--- src/rtl/pc_ctrl_pkg.sv ---
// Shared types and default constants for the RV32I PC instruction-cycle sequencer.
package pc_ctrl_pkg;

  typedef enum logic [2:0] {
    IDLE,
    FETCH,
    EXEC,
    UPDATE,
    HALTED
  } state_t;

  localparam int DEF_CNT_W   = 32;
  localparam int DEF_TIMEOUT = 64;

endpackage

--- src/rtl/pc_fetch_watchdog.sv ---
// Fetch watchdog: counts cycles spent waiting for an instruction-memory ack.
// Only present when PC_FETCH_TIMEOUT_EN is defined.
`ifdef PC_FETCH_TIMEOUT_EN
module pc_fetch_watchdog
  import pc_ctrl_pkg::*;
#(
  parameter int TIMEOUT = DEF_TIMEOUT
) (
  input  logic clk,
  input  logic clr,
  input  logic load,
  input  logic enable,
  output logic expire
);

  localparam int W = $clog2(TIMEOUT + 1);

  logic [W-1:0] count;

  // expire marks the TIMEOUT-th consecutive cycle of waiting
  assign expire = enable && (count == W'(TIMEOUT - 1));

  always_ff @(posedge clk or negedge clr) begin
    if (!clr) begin
      count <= '0;
    end else if (load) begin
      count <= '0;
    end else if (enable && !expire) begin
      count <= count + W'(1);
    end
  end

endmodule
`endif

--- src/rtl/pc_sequencer.sv ---
// Instruction-cycle controller driving the PC inc/load/ALU_out/Disable controls.
// Optional fetch watchdog enabled by defining PC_FETCH_TIMEOUT_EN.
module pc_sequencer
  import pc_ctrl_pkg::*;
#(
  parameter int CNT_W = DEF_CNT_W
`ifdef PC_FETCH_TIMEOUT_EN
  , parameter int TIMEOUT = DEF_TIMEOUT
`endif
) (
  input  logic             clk,
  input  logic             clr,
  input  logic             run,
  input  logic             imem_ack,
  input  logic [31:0]      imem_rdata,
  input  logic             exec_done,
  input  logic             branch_taken,
  input  logic             jump,
  input  logic             halt_req,
  output logic             imem_req,
  output logic [31:0]      instr,
  output logic             exec_start,
  output logic             pc_inc,
  output logic             pc_load,
  output logic             pc_alu_sel,
  output logic             pc_disable,
  output logic             halted,
  output logic             fetch_err,
  output logic [CNT_W-1:0] retired
);

  state_t state;

`ifdef PC_FETCH_TIMEOUT_EN
  logic wd_expire;

  pc_fetch_watchdog #(
    .TIMEOUT (TIMEOUT)
  ) u_watchdog (
    .clk    (clk),
    .clr    (clr),
    .load   (state != FETCH),
    .enable (state == FETCH),
    .expire (wd_expire)
  );
`else
  assign fetch_err = 1'b0;
`endif

  // All outputs are registered alongside the state so they change on the state edge
  always_ff @(posedge clk or negedge clr) begin
    if (!clr) begin
      state      <= IDLE;
      instr      <= '0;
      retired    <= '0;
      imem_req   <= 1'b0;
      exec_start <= 1'b0;
      pc_inc     <= 1'b0;
      pc_load    <= 1'b0;
      pc_alu_sel <= 1'b0;
      pc_disable <= 1'b1;
      halted     <= 1'b0;
`ifdef PC_FETCH_TIMEOUT_EN
      fetch_err  <= 1'b0;
`endif
    end else begin
      exec_start <= 1'b0;
      pc_inc     <= 1'b0;
      pc_load    <= 1'b0;
      pc_alu_sel <= 1'b0;
      case (state)
        IDLE: begin
          if (run) begin
            state    <= FETCH;
            imem_req <= 1'b1;
          end
        end
        FETCH: begin
          if (imem_ack) begin
            instr      <= imem_rdata;
            exec_start <= 1'b1;
            imem_req   <= 1'b0;
            state      <= EXEC;
          end
`ifdef PC_FETCH_TIMEOUT_EN
          else if (wd_expire) begin
            fetch_err <= 1'b1;
            imem_req  <= 1'b0;
            halted    <= 1'b1;
            state     <= HALTED;
          end
`endif
        end
        EXEC: begin
          // The redirect decision is captured straight into the UPDATE-cycle controls
          if (exec_done) begin
            if (halt_req) begin
              halted  <= 1'b1;
              retired <= retired + CNT_W'(1);
              state   <= HALTED;
            end else begin
              pc_disable <= 1'b0;
              if (jump || branch_taken) begin
                pc_load    <= 1'b1;
                pc_alu_sel <= jump;
              end else begin
                pc_inc <= 1'b1;
              end
              state <= UPDATE;
            end
          end
        end
        UPDATE: begin
          pc_disable <= 1'b1;
          retired    <= retired + CNT_W'(1);
          if (run) begin
            imem_req <= 1'b1;
            state    <= FETCH;
          end else begin
            state <= IDLE;
          end
        end
        HALTED: begin
          state <= HALTED;
        end
        default: begin
          state <= IDLE;
        end
      endcase
    end
  end

endmodule

--- config.mk ---
export PLATFORM = sky130hd
export DESIGN_NAME = pc_sequencer
export DESIGN_NICKNAME = d
export VERILOG_FILES = /design/src/rtl/pc_ctrl_pkg.sv /design/src/rtl/pc_fetch_watchdog.sv /design/src/rtl/pc_sequencer.sv
export SDC_FILE = /design/constraint.sdc
export NUM_CORES = 1
export LEC_CHECK = 0
export BUFFER_PORTS_ARGS = -buffer_cell sky130_fd_sc_hd__buf_2
export CAP_MARGIN = 20
export CELL_PAD_IN_SITES_DETAIL_PLACEMENT = 1
export CELL_PAD_IN_SITES_GLOBAL_PLACEMENT = 2
export CORE_ASPECT_RATIO = 1.1
export CORE_MARGIN = 2
export CORE_UTILIZATION = 28
export DETAILED_ROUTE_END_ITERATION = 16
export PLACE_DENSITY_LB_ADDON = 0.1
export SYNTH_ARGS = -nofsm -noshare
export SYNTH_HDL_FRONTEND = slang
export SYNTH_SLANG_ARGS = --single-unit
--- constraint.sdc ---
create_clock -name clk -period 1.63 [get_ports clk]
set_clock_uncertainty 0.1 [all_clocks]
set_input_delay 0.326 -clock clk [delete_from_list [all_inputs] [get_ports clk]]
set_output_delay 0.326 -clock clk [all_outputs]
set_load 0.005 [all_outputs]
# Word-level counts from Yosys, hierarchy flattened
# Index checks and enable logic that the tools add are counted.
[totals]
mem_count = 0
elab_cells = 61
output_inout_bits = 72
ramBits = 0
ff_bits = 74
latch_bits = 0
rom_bits = 0
inputBits = 40
[op_classes]
bitwise_logic = 0
div_mod_pow = 0
addsub = 1
shift = 0
multipliers = 0
muxes = 29
order_cmp = 0
n_reduce_logical = 11
eq_ne = 10
[op_table]
columns = ["operator", "count"]
rows = [
  ["32-bit two-way mux", 2],
  ["32-bit case mux with 2 select lines", 1],
  ["32-bit by 1-bit adder with 32-bit output, second input constant", 1],
  ["1-bit two-way mux", 19],
  ["3-bit case mux with 5 select lines", 1],
  ["3-bit AND reduction", 5],
  ["3-bit two-way mux", 4],
  ["2-bit inequality test, second input constant", 5],
  ["3-bit by 2-bit == test with 1-bit output, second input constant", 2],
  ["1-bit case mux with 2 select lines", 2],
  ["2-bit nonzero test", 2],
  ["3-bit by 1-bit == test with 1-bit output, second input constant", 1],
  ["3-bit == test, second input constant", 1],
  ["3-bit zero test", 1],
  ["2-bit by 1-bit inequality test with 1-bit output, second input constant", 1],
  ["2-bit AND reduction", 1],
  ["2-bit OR reduction", 1],
  ["1-bit logical OR", 1],
]

# Depth between registers and ports, before layout
# Gate-level depths: netlist of the first run.
[depth]
word_depth = 5
ltp_mapped = 5
mapped_depth_nobuf = 5

# Least setup slack after synthesis of the first run
# No wires, ideal clock.
[synth_timing]
path_type = "register -> register"
from = "reg retired[4]"
to = "reg retired[29]"
setup_ns = 0.123
setup_slack_ns = -0.128
period_less_slack_ns = 1.758
arrival_time_ns = 1.535
t_required_ns = 1.407
path_buffers = 0
path_stages_with_launch = 6
cell_sequence = "dfrtp_1 -> and3_4 -> nand4_4 -> nor4_4 -> nand4_1 -> xnor2_1"
[synth_via]
elab_chain_len = 4
[synth_lines]
columns = ["item", "line", "rtl"]
rows = [
  ["start, declared", "pc_sequencer.sv:29", "output logic [CNT_W-1:0] retired"],
  ["start signal, assigned", "pc_sequencer.sv:99", "retired <= retired + CNT_W'(1);"],
  ["start signal, assigned", "pc_sequencer.sv:115", "retired <= retired + CNT_W'(1);"],
  ["32-bit by 1-bit adder with 32-bit output (*)", "pc_sequencer.sv:99, pc_sequencer.sv:115", ""],
  ["32-bit two-way mux", "pc_sequencer.sv:97", "if (halt_req) begin"],
  ["32-bit two-way mux", "pc_sequencer.sv:96", "if (exec_done) begin"],
  ["32-bit case mux with 2 select lines (*)", "pc_sequencer.sv:71", "case (state)"],
]
# Mark *: on every way between the ends. The rest lies on a longest branch, timed or not. The select of a mux whose other input is x is not followed.
# A chain may end at the register's enable or synchronous reset.

# Worst setup path after layout of the first run
[layout_timing]
from = "reg state[2]"
to = "reg instr[22]"
[layout_via]
elab_chain_len = 2
[layout_lines]
columns = ["item", "line", "rtl"]
rows = [
  ["start, declared", "pc_sequencer.sv:32", "state_t state;"],
  ["start signal, assigned", "pc_sequencer.sv:53", "state <= IDLE;"],
  ["start signal, assigned", "pc_sequencer.sv:74", "state <= FETCH;"],
  ["start signal, assigned", "pc_sequencer.sv:83", "state <= EXEC;"],
  ["3-bit by 1-bit == test with 1-bit output", "pc_sequencer.sv:71", ""],
  ["2-bit AND reduction (no source line)", "n/a", ""],
  ["end signal, assigned", "pc_sequencer.sv:80", "instr <= imem_rdata;"],
  ["end, declared", "pc_sequencer.sv:21", "output logic [31:0] instr,"],
]
# No other way between the ends.

==> results of run 1 <==
## metal layers
layer,vias up,part of all wire
met5,-,0
met4,0,0.012
met3,7,0.036
met2,59,0.49
met1,1179,0.46
li1,1137,-
## worst min path at each step
stage                            start          to  slack [ns]
after detailed placement           clr      pc_inc        0.14
after global routing      branch_taken      pc_inc        0.07
final                     branch_taken      pc_inc        0.07
after CTS                 branch_taken      pc_inc        0.06
after global placement             clr      pc_inc        0.14
after floorplan                    clr  exec_start       -0.07
## stage by stage
stage                 util  worst slack (ns)  power (µW)  TNS [ns]  hold WS [ns]
floorplan                -          -0.05861        3759   -0.2698      -0.06959
CTS                 0.4191          -0.01969        6752   -0.3151       0.05995
global placement    0.3889          -0.01327        4751  -0.03092        0.1350
detailed placement  0.3889          -0.05971        4803   -0.3555        0.1382
finish              0.4434         -0.004078        7225  -0.02036       0.07311
global route        0.4434          -0.09323        7685    -2.121       0.06959
## repair_timing
item / CTS / global route
pin swaps: 0 / 8
hold buffers: 1 / 0
endpoints found under the setup margin: 36 / 50
resized for setup: 2 / 43
cloned: 0 / 3
setup buffers: 2 / 5
endpoints found under the hold margin: 17 / 0
## state kept, by name (all words and copies together), names as in the netlist
name	count
exec_start	1
imem_req	1
pc_load	1
instr	32
pc_disable	1
state	3
halted	1
pc_inc	1
retired	32
pc_alu_sel	1
## layout by cell type (no fill, tap or decap), types with 2 or more instances in the layout
master,n
sky130_fd_sc_hd__a21oi_1,2
sky130_fd_sc_hd__a31oi_1,2
sky130_fd_sc_hd__buf_12,2
sky130_fd_sc_hd__buf_2,109
sky130_fd_sc_hd__buf_4,42
sky130_fd_sc_hd__buf_6,3
sky130_fd_sc_hd__clkbuf_1,2
sky130_fd_sc_hd__clkbuf_16,11
sky130_fd_sc_hd__clkbuf_8,3
sky130_fd_sc_hd__clkinv_2,2
sky130_fd_sc_hd__dfrtp_1,71
sky130_fd_sc_hd__dfrtp_2,2
sky130_fd_sc_hd__inv_1,2
sky130_fd_sc_hd__mux2_4,32
sky130_fd_sc_hd__nand2_1,23
sky130_fd_sc_hd__nand2b_1,2
sky130_fd_sc_hd__nand3_1,8
sky130_fd_sc_hd__nand3_2,2
sky130_fd_sc_hd__nand4_1,10
sky130_fd_sc_hd__nor2_1,10
sky130_fd_sc_hd__nor3_1,4
sky130_fd_sc_hd__nor4_4,2
sky130_fd_sc_hd__xnor2_1,26
sky130_fd_sc_hd__xor2_1,5
## cell type report
type | instances | area [µm²]
clock buffers | 14 | 274.0
clock inverters | 2 | 10.01
fillers | 1187 | 5839
inverters | 3 | 13.76
multi-input cells | 150 | 1310
flip-flops and latches | 74 | 1856
well taps | 143 | 178.9
repair buffers | 160 | 1010
## power groups by stage
stage / registers, µW / clock network [µW] / logic [µW]
finish: 2690 / 1890 / 2650
global route: 2760 / 2050 / 2880
CTS: 2660 / 1950 / 2140
detailed placement: 2690 / 0 / 2110
global placement: 2670 / 0 / 2080
floorplan: 2780 / 0 / 981
## logic make-up (layout without fill, tap and decap cells)
family | Yosys count | count (layout)
buf+inv | 8 | 179
xor+xnor | 31 | 31
mux | 32 | 32
flops | 74 | 74
other cells | 1 | 1
simple gates | 74 | 74
fa+ha+maj | 1 | 1
compound gates | 11 | 11
==> summary.txt, run 1 <==
Root buffer cell: sky130_fd_sc_hd__clkbuf_16
Power per standard cell area: 1553 mW/mm²
Share of total power in combinational logic: 0.367
Clock network power share: 0.261
Largest stage delay on the critical path: 0.41 ns
Maximum buffer depth of the clock tree: 2
Global-route track usage on met2: 0.2163
Core area: 0.01049 mm²
Relative contribution of sequential cells to total power: 0.372
Inst Count DP: 519
Crit. path cell count: 6
Total of max-cap violations: 0
Clock transition at the register clock pins on the worst setup and hold paths after CTS: 0.06 ns
Portion of synthesized cell area occupied by the leading cell type: 0.5989
Global placement routability congestion: 0.7152
Initial core utilization: 0.2908
Register bit count reported by yosys: 74
Internal Dissipation: 5153 µW
Lkg Pwr: 0.002371 µW
Cell accounting for the most synthesized area: sky130_fd_sc_hd__dfrtp_1
Clk_lat worst skew: 0.32 ns
Switching share of power: 0.2867
Async set or reset register ratio after synthesis: 1.000
Path class of the lowest-slack min-delay path: input pin to register
Global-route total usage across every layer: 0.1336
HPWL after detailed placement: 5531 µm
Adder and majority gate portion of the synthesized area: 0.004102
Overall routed net length: 8126 µm
First-pass GRT wire length: 12,380 µm
Arrival time reported for the critical path endpoint: 1.74 ns
Area of the die: 0.01175 mm²
Global routing usage on met3: 0.02629
Via count normalized by instance count: 4.363
Failing checks: negative setup slack
Post-synthesis instance area: 0.003050 mm²
Sequential element share of the synthesized area: 0.6075
Number of buffers created by CTS: 9
Unrepaired setup endpoints after global routing: true
Element type at the critical path end: register
Buffers plus inverters on the worst setup path: 3
Max VDD drop: 690.9 µV
Die height: 113.5 µm
Critical R2R Launch: state[2]
Multiplexer fraction of the synthesized cell area: 0.1181
Mean instance size in the synthesized netlist: 13.15 µm²
Post-synthesis cell count: 232
Synth Flop Type: sky130_fd_sc_hd__dfrtp_1
Most frequent cell after synthesis: sky130_fd_sc_hd__dfrtp_1
Post-synth EDFFs: 0
Most Used Layer, Global Route: met2
Detailed-route via count: 2,382
Number of diodes added for antenna fixing: 0
Post-DRT Antenna Nets: 0
Slowest CP cell: sky130_fd_sc_hd__dfrtp_1
Final layout net count: 439
Placed inst area: 0.004080 mm²
DRC violation total after the first TritonRoute iteration: 34
Crit share post-route: 1.003
Number of cells traversed by the worst register-to-register path: 6
Main combinational cell family by area after synthesis: simple AND/OR/NAND/NOR gates
Cell row count: 39
Final cell count without fillers: 546
Area of all placed cells without fillers: 0.004652 mm²
Largest net degree at the start of global routing: 43
Number of library cell types mapped by synthesis: 36
FF-to-FF End: instr[22]
IO Pins: 112
Total number of clock tree sinks: 74
Cell-by-cell listing of the critical path: buf_6 -> inv_4 -> nand2_4 -> nor2_4 -> clkbuf_16 -> mux2_4
Crit path setup slack, layout: -0.004078 ns
Deepest level of the CTS H-tree: 3
Pre-antenna DRT Iters: 4
Switching power total: 2072 µW
Top cells by area, synth: sky130_fd_sc_hd__dfrtp_1 (60%), sky130_fd_sc_hd__mux2_2 (12%), sky130_fd_sc_hd__xnor2_1 (7.5%), sky130_fd_sc_hd__nand2_1 (3.0%), sky130_fd_sc_hd__nand4_1 (2.1%)
Register-to-register path setup slack: -0.004 ns
Met1 Usage GRT: 0.1732
Final setup vio count: 10
WS Path Type: register to register
Clock tree from TritonCTS: built
Aggregate global routing overflow: 0
Synth Area in XOR/XNOR: 0.08901
Share of cells above drive strength 1: 0.5558
Top post-synthesis cells by count: sky130_fd_sc_hd__dfrtp_1 (73), sky130_fd_sc_hd__mux2_2 (32), sky130_fd_sc_hd__xnor2_1 (26)
Family with the most delay on the worst path: buffers and inverters
Number of input and output port buffers inserted: 110
Worst setup endpoint: instr[22]
Area growth from synthesis to final layout: 52.50%
Fmax: 0.6120 GHz
Source of the critical timing path: state[2]
Largest driver fanout on the critical path: 8
Hold depth: 2
Worst path required time: 1.74 ns
Horiz. Die Dim: 103.5 µm
Area fraction in compound gates after synthesis: 0.02748
Warnings from Yosys: 0
Wire per inst: 14.88 µm
Post-synthesis simple-gate area fraction: 0.1378
Number of global-route vias before repair: 2,404
Residual DRC count: 0
Minimum clock period: 1.634 ns
Antenna violations before repair: 0
Crit path launch type: register
Run status: complete, but fails checks
Pins over their slew limit: 0
Net count after synthesis: 273
Number of failing hold endpoints at the final stage: 0
No activity file was read; power rests on OpenSTA's default activity.
==> run 2, diff against run 1 <==
--- a/config.mk
+++ b/config.mk
@@ -15,5 +15,7 @@
 export DETAILED_ROUTE_END_ITERATION = 16
 export PLACE_DENSITY_LB_ADDON = 0.1
+export RECOVER_POWER = 50
 export SYNTH_ARGS = -nofsm -noshare
 export SYNTH_HDL_FRONTEND = slang
 export SYNTH_SLANG_ARGS = --single-unit
+export TNS_END_PERCENT = 50
==> constraint.sdc (replaced) <==
create_clock -name clk -period 1.63 [get_ports clk]
set_clock_uncertainty 0.1 [all_clocks]
set_input_delay 0.163 -clock clk [delete_from_list [all_inputs] [get_ports clk]]
set_output_delay 0.163 -clock clk [all_outputs]
set_load 0.005 [all_outputs]
==> run 2 against run 1 <==
  * The run still ends with negative setup slack left
  * Core utilization is 3.2 points higher
  * Routed wire length is 4.8% higher
  * Sequential cell count stayed put
  * Largest cell class unchanged
  * Largest power group unchanged
  * Highest routed layer unchanged
==> summary.txt, run 2 (synthesized netlist as in run 1, its figures left out) <==
Run status: complete, but fails checks (unchanged)
Failing checks: negative setup slack (unchanged)
Area of the die: 0.01175 mm² (unchanged)
Unrepaired setup endpoints after global routing: true (unchanged)
Lkg Pwr: 0.002498 µW (was 0.002371 µW)
Critical R2R Launch: state[2] (unchanged)
Aggregate global routing overflow: 0 (unchanged)
Most used cells in the layout excluding fill and tap cells: sky130_fd_sc_hd__buf_2 (104), sky130_fd_sc_hd__dfrtp_1 (71), sky130_fd_sc_hd__dlygate4sd3_1 (36), sky130_fd_sc_hd__buf_4 (36), sky130_fd_sc_hd__mux2_4 (28) (was sky130_fd_sc_hd__buf_2 (109), sky130_fd_sc_hd__dfrtp_1 (71), sky130_fd_sc_hd__buf_4 (42))
Minimum clock period: 1.641 ns (was 1.634 ns)
Path class of the lowest-slack min-delay path: input pin to register (unchanged)
Via count normalized by instance count: 4.348 (was 4.363)
DRC violation total after the first TritonRoute iteration: 53 (was 34)
Global-route total usage across every layer: 0.1423 (was 0.1336)
Number of cells traversed by the worst register-to-register path: 6 (unchanged)
Detailed-route via count: 2,513 (was 2,382)
Register-to-register path setup slack: -0.01 ns (was -0.004 ns)
Source of the critical timing path: state[2] (unchanged)
Number of input and output port buffers inserted: 110 (unchanged)
Die height: 113.5 µm (unchanged)
Min Hold Slack: 0.03779 ns (was 0.07311 ns)
First-pass GRT wire length: 13,140 µm (was 12,380 µm)
Crit path setup slack, layout: -0.01089 ns (was -0.004078 ns)
Crit share post-route: 1.007 (was 1.003)
Largest driver fanout on the critical path: 8 (unchanged)
Horiz. Die Dim: 103.5 µm (unchanged)
Wire per inst: 14.73 µm (was 14.88 µm)
Deepest level of the CTS H-tree: 3 (unchanged)
Most common cell after layout, fill and taps aside: sky130_fd_sc_hd__buf_2 (unchanged)
Fmax: 0.6094 GHz (was 0.6120 GHz)
Cell-by-cell listing of the critical path: buf_6 -> inv_4 -> nand2_4 -> nor2_4 -> buf_6 -> mux2_2 (was buf_6 -> inv_4 -> nand2_4 -> nor2_4 -> clkbuf_16 -> mux2_4)
HPWL after detailed placement: 5589 µm (was 5531 µm)
Largest net degree at the start of global routing: 37 (was 43)
Clk_lat worst skew: 0.33 ns (was 0.32 ns)
Clock tree from TritonCTS: built (unchanged)
Root buffer cell: sky130_fd_sc_hd__clkbuf_16 (unchanged)
Power per standard cell area: 1502 mW/mm² (was 1553 mW/mm²)
Inst Count DP: 519 (unchanged)
Post-DRT Antenna Nets: 0 (unchanged)
Total of max-cap violations: 0 (unchanged)
Worst setup endpoint: instr[26] (was instr[22])
Maximum buffer depth of the clock tree: 2 (unchanged)
Clock transition at the register clock pins on the worst setup and hold paths after CTS: 0.06 ns (about the same)
Final layout net count: 471 (was 439)
Number of filler cells placed in the layout: 1,158 (was 1,187)
Largest registers: instr x32, retired x32, state x3 (unchanged)
Residual DRC count: 0 (unchanged)
Pins over their slew limit: 0 (unchanged)
Relative slew margins: 0.5111
Slowest CP cell: sky130_fd_sc_hd__dfrtp_1 (unchanged)
Overall routed net length: 8513 µm (was 8126 µm)
Initial core utilization: 0.2908 (unchanged)
Element type at the critical path end: register (unchanged)
Arrival time reported for the critical path endpoint: 1.75 ns (was 1.74 ns)
Area of all placed cells without fillers: 0.004984 mm² (was 0.004652 mm²)
Placed inst area: 0.004080 mm² (unchanged)
Number of diodes added for antenna fixing: 0 (unchanged)
Antenna violations before repair: 0 (unchanged)
Max VDD drop: 626.7 µV (was 690.9 µV)
Crit path launch type: register (unchanged)
Largest stage delay on the critical path: 0.41 ns (about the same)
Cell row count: 39 (unchanged)
Final setup vio count: 7 (was 10)
Total number of clock tree sinks: 74 (unchanged)
IO Pins: 112 (unchanged)
Measured slew at the worst slew-check pin: 0.7333 ns
FF-to-FF End: instr[26] (was instr[22])
Number of global-route vias before repair: 2,654 (was 2,404)
Worst path required time: 1.74 ns (about the same)
Area growth from synthesis to final layout: 63.37% (was 52.50%)
Number of buffers created by CTS: 9 (unchanged)
Final cell count without fillers: 578 (was 546)
Number of failing hold endpoints at the final stage: 0 (unchanged)
Overall power of the completed layout: 7485 µW (was 7225 µW)
Core area: 0.01049 mm² (unchanged)
Global placement routability congestion: 0.7070 (was 0.7152)
Pre-antenna DRT Iters: 4 (unchanged)
Worst hold path startpoint: run (was branch_taken)
WS Path Type: register to register (unchanged)
Core utilization of the finished layout: 0.4750 (was 0.4434)
Critical Path Most Common Cell: sky130_fd_sc_hd__buf_6
Share of cells above drive strength 1: 0.4989 (was 0.5558)
run 2: power by group:
group / total (µW) / internal, µW / leakage, µW / switching [µW]
logic: 2660 / 1610 / 0.00140 / 1050
clock network: 2130 / 1370 / 0.000162 / 756
registers: 2700 / 2400 / 0.000940 / 303
run 2: metal layers:
layer,track usage,routed length [µm]
met1,0.1740,3806
met2,0.2464,4280
met4,0.07027,168
met3,0.02286,256
met5,0,0
run 2: cell type report:
class / count / area (µm²) / area share
multi-input combinational: 150 / 1299 / 0.2606
timing repair buffer: 192 / 1318 / 0.2644
clock inverter: 6 / 80.08 / 0.01607
tap: 143 / 178.9 / 0.03590
inverter: 3 / 13.76 / 0.002762
clock buffer: 10 / 239.0 / 0.04795
sequential: 74 / 1856 / 0.3723
run 2: how the worst min path moves through the flow:
stage | slack, ns | cells past startpoint | end
finish | 0.04 | 3 | imem_req
global route | 0.08 | 3 | imem_req
CTS | 0.03 | 3 | imem_req
detailed placement | 0.02 | 1 | halted
global placement | 0.02 | 1 | halted
floorplan | -0.23 | 0 | exec_start
run 2: per-stage QoR:
step | setup TNS [ns] | setup WS (ns)
4_1_cts | -0.8138 | -0.03463
6_report | -0.04676 | -0.01089
3_5_place_dp | -0.6091 | -0.02671
5_1_grt | -2.152 | -0.09625
3_3_place_gp | 0 | 0.001843
2_1_floorplan | -0.2698 | -0.05861
run 2: worst max-delay path: cells and delay by family, from the launching register on:
family,cells,cell delay [ns]
buffers and inverters,3,0.39
DFF,1,0.41
muxes,1,0.34
and+or+nand+nor,2,0.28
run 2: what timing repair did:
action                                 in CTS  in global routing
resized for setup                           4                 37
setup buffers                               1                  3
cloned                                      0                  3
setup endpoints to repair                  43                 54
endpoints found under the hold margin      61                  0
pin swaps                                   1                  1
hold buffers                               36                  0
